===== src/rtl/regfile_2r1w.sv =====
// Two-read, one-write register file with r0 hard-wired to zero.
// Combinational reads, rising-edge writes, flat debug export.

module regfile_dec #(
  parameter int W = 5
) (
  input  logic           ena,
  input  logic [W-1:0]   addr,
  output logic [2**W-1:0] decoded
);

  always_comb begin
    decoded = '0;
    if (ena) decoded[addr] = 1'b1;
  end

endmodule

module regfile_reg #(
  parameter int N = 32
) (
  input  logic         clk,
  input  logic         rst,
  input  logic         ena,
  input  logic [N-1:0] d,
  output logic [N-1:0] q
);

  always_ff @(posedge clk or negedge rst) begin
    if (!rst)
      q <= '0;
    else if (ena)
      q <= d;
  end

endmodule

module regfile_2r1w #(
  parameter int N = 32
) (
  input  logic          clk,
  input  logic          rst,
  input  logic [4:0]    rd_addr0,
  input  logic [4:0]    rd_addr1,
  input  logic [4:0]    wr_addr,
  input  logic [N-1:0]  wr_data,
  input  logic          wr_ena,
  output logic [N-1:0]  rd_data0,
  output logic [N-1:0]  rd_data1,
  output logic [32*N-1:0] full_register_file
);

  logic [31:0]  dec;
  logic [N-1:0] mem [32];
  logic         unused_dec0;

  regfile_dec #(.W(5)) u_dec (
    .ena     (wr_ena),
    .addr    (wr_addr),
    .decoded (dec)
  );

  // r0 has no storage, so its decode line is dropped
  assign unused_dec0 = dec[0];
  assign mem[0] = '0;

  for (genvar k = 1; k < 32; k++) begin : g_reg
    regfile_reg #(.N(N)) u_reg (
      .clk (clk),
      .rst (rst),
      .ena (dec[k]),
      .d   (wr_data),
      .q   (mem[k])
    );
  end

  for (genvar k = 0; k < 32; k++) begin : g_flat
    assign full_register_file[k*N +: N] = mem[k];
  end

  assign rd_data0 = mem[rd_addr0];
  assign rd_data1 = mem[rd_addr1];

endmodule


===== config.mk =====
export PLATFORM = sky130hd
export DESIGN_NAME = regfile_2r1w
export DESIGN_NICKNAME = d
export VERILOG_FILES = /design/src/rtl/regfile_2r1w.sv
export SDC_FILE = /design/constraint.sdc
export NUM_CORES = 2
export LEC_CHECK = 0
export BUFFER_PORTS_ARGS = -buffer_cell sky130_fd_sc_hd__buf_2
export CAP_MARGIN = 20
export CORE_AREA = 2 2 449 451
export CTS_CLUSTER_SIZE = 40
export DETAILED_ROUTE_END_ITERATION = 8
export DIE_AREA = 0 0 451 453
export HOLD_SLACK_MARGIN = 0.06
export PLACE_DENSITY = 0.5
export SLEW_MARGIN = 20
export SYNTH_ARGS = -nofsm -noshare
export SYNTH_HDL_FRONTEND = slang
export SYNTH_HIERARCHICAL = 1
export SYNTH_SLANG_ARGS = --single-unit

===== constraint.sdc =====
create_clock -name clk -period 2 [get_ports clk]
set_clock_uncertainty 0.1 [all_clocks]
set_input_delay 0.2 -clock clk [delete_from_list [all_inputs] [get_ports clk]]
set_output_delay 0.2 -clock clk [all_outputs]
set_load 0.01 [all_outputs]

==> metrics.cfg <==
[run_status]
status = finished, violations left
violations = setup timing

[power_and_ir_drop]
p_per_area_mw_per_mm2 = 1010
peakVddDrop_v = 0.000820
power_leakage_nw = 39.4

[flow_run]
cap_violations = 0

[timing]
fin_crit_ns = 3.12
hold_violations = 0
worst_slew_pin_slew_ns = 0.913
slew_headroom_pct = 39.1
fmax_ghz = 0.321
final_max_slew_viol_count = 0
rsz0062_at_grt = yes
setup_tns_ns = -57.12
setup_viol = 67
finalHoldWorstSlack_ns = 0.125
fin_crit_sh_pct = 156
finalWorstSetupSlack_ns = -1.12

[clock_tree]
cts_buffer_depth = 3
clock_sinks = 992
cts_buffers = 121
clockRootBuffer = clkbuf_16
cts_tree = built
clk_latency_ns = 0.80
cts.reportedPaths.clkPinSlew_ns = 0.06
cts_max_level = 3

[global_route]
grt_overflow_total = 0
grt_pass1_wl_um = 407000
grt_pass1_vias = 47588
track_usage_pct = 28.6
antenna_found_initial = 11
grt_max_degree = 99

[routing]
dr_wl_met3_um = 19300
drcViolationCount = 0
wl_met1_um = 111000
vias = 45339
wl_um = 299000
avgViaCountPerCell = 5.27
drt-initial-drc-count = 3612
ant_nets = 0
first_pass_iters = 5
met2_length_um = 146000
maxUsedRoutingLayer = met5
wire_per_inst_um = 34.7

[die]
die_w_um = 451
coreArea_mm2 = 0.199
die_h_um = 453
rows = 164
die_area_mm2 = 0.204
start_util_pct = 29.3
ios = 1138

[final_layout]
multi_input_area_mm2 = 0.0313
fillers = 18548
largestRegisters = g.u_reg/q: 992 flops
regMostFlops = g.u_reg/q
final_nets = 5881
ff_latch_area_mm2 = 0.0249
syn_to_final_growth_pct = 41.4
drive_gt1_share_pct = 71.8
largest_register_ffs = 992

[placement]
placement.io_buffers = 1105
gp_congestion = 0.957
dp_hpwl_um = 229000

[min_path]
hold_path.class = in2async

[critical_path]
worstPathRequired_ns = 1.70
cp-end-kind = primary output
path_class = reg2out
arrival_ns = 2.82
critPathMaxFanout = 3
cp-start-kind = flip-flop

[synth]
syn-cell-area_mm2 = 0.0583
yosys_warnings = 6
syn_inst = 3597
syn_area_per_cell_um2 = 16.2

==> layout by cell type (no fill, tap or decap), types with 122 or more instances in the layout <==
cell type / instances
a22o_1: 191
mux2i_1: 157
buf_2: 1065
mux2_2: 125
mux4_2: 384
buf_4: 1053
clkbuf_16: 122
mux2_4: 930
dfrtp_1: 943
buf_12: 189
==> final timing paths <==
check | start | end | slack, ns | depth (start not counted)
max in group asynchronous | rst | g_reg[25].u_reg/q[10]$_DFFE_PN0P_ | 0.54 | 3
worst min-delay path | rst | g_reg[2].u_reg/q[31]$_DFFE_PN0P_ | 0.12 | 3
worst max-delay path | g_reg[27].u_reg/q[5]$_DFFE_PN0P_ | rd_data1[5] | -1.12 | 7
min in group clk | wr_addr[4] | g_reg[1].u_reg/q[8]$_DFFE_PN0P_ | 0.14 | 6
worst min register to register | g_reg[16].u_reg/q[30]$_DFFE_PN0P_ | g_reg[16].u_reg/q[30]$_DFFE_PN0P_ | 0.45 | 1
worst max register to register | g_reg[28].u_reg/q[9]$_DFFE_PN0P_ | g_reg[28].u_reg/q[9]$_DFFE_PN0P_ | 0.79 | 3
==> repair_timing <==
item                                     CTS  global route
pin swaps                                131            45
hold buffers                              34             0
endpoints found under the setup margin    66            77
hold endpoints to repair                1841             0
gates resized for setup                  308            36
setup buffers                             86            24
==> where the power goes <==
part           internal, mW  leakage, nW  switching [mW]
combinational          16.8         24.7            14.1
sequential             24.0         12.6            4.51
clock                  14.3         2.08            9.68
==> worst max-delay path: stages, from the launching register on <==
cell and delay (ns):
dfrtp_1 0.42, mux4_2 0.48, a22o_1 0.26, o21ai_4 0.27, buf_6 0.16, o31ai_1 0.11
buf_4 0.16, buf_2 0.13
==> metal layers <==
layer  vias up  GRT usage, %
li1      18497             -
met1     24027          33.3
met2      2206          48.0
met3       603          5.71
met4         6          18.2
met5         -             0
==> layout make-up <==
class	count	share of cell area [%]
Clock buffer	170	4.21
Timing Repair Buffer	2448	22.5
Multi-Input combinational cell	2266	38.0
Antenna cell	6	0.0182
Clock inverter	60	0.982
Inverter	2	0.0121
Sequential cell	992	30.2
Tap cell	2656	4.03
==> stage by stage <==
| step | cells | setup slack [ns] | utilization, % | power, mW | area, um^2 |
|---|---|---|---|---|---|
| CTS | 8578 | -1.22 | 41.3 | 83.7 | 82200 |
| detailed placement | 8250 | -1.32 | 38.0 | 58.1 | 75700 |
| floorplan | 3628 | 0.0353 | - | 40.9 | 58400 |
| finish | 8600 | -1.12 | 41.4 | 83.4 | 82400 |
| global placement | 8250 | -1.34 | 38.0 | 57.8 | 75700 |
| global route | 8594 | -1.19 | 41.4 | 86.4 | 82400 |
No activity file was read; power rests on OpenSTA's default activity.
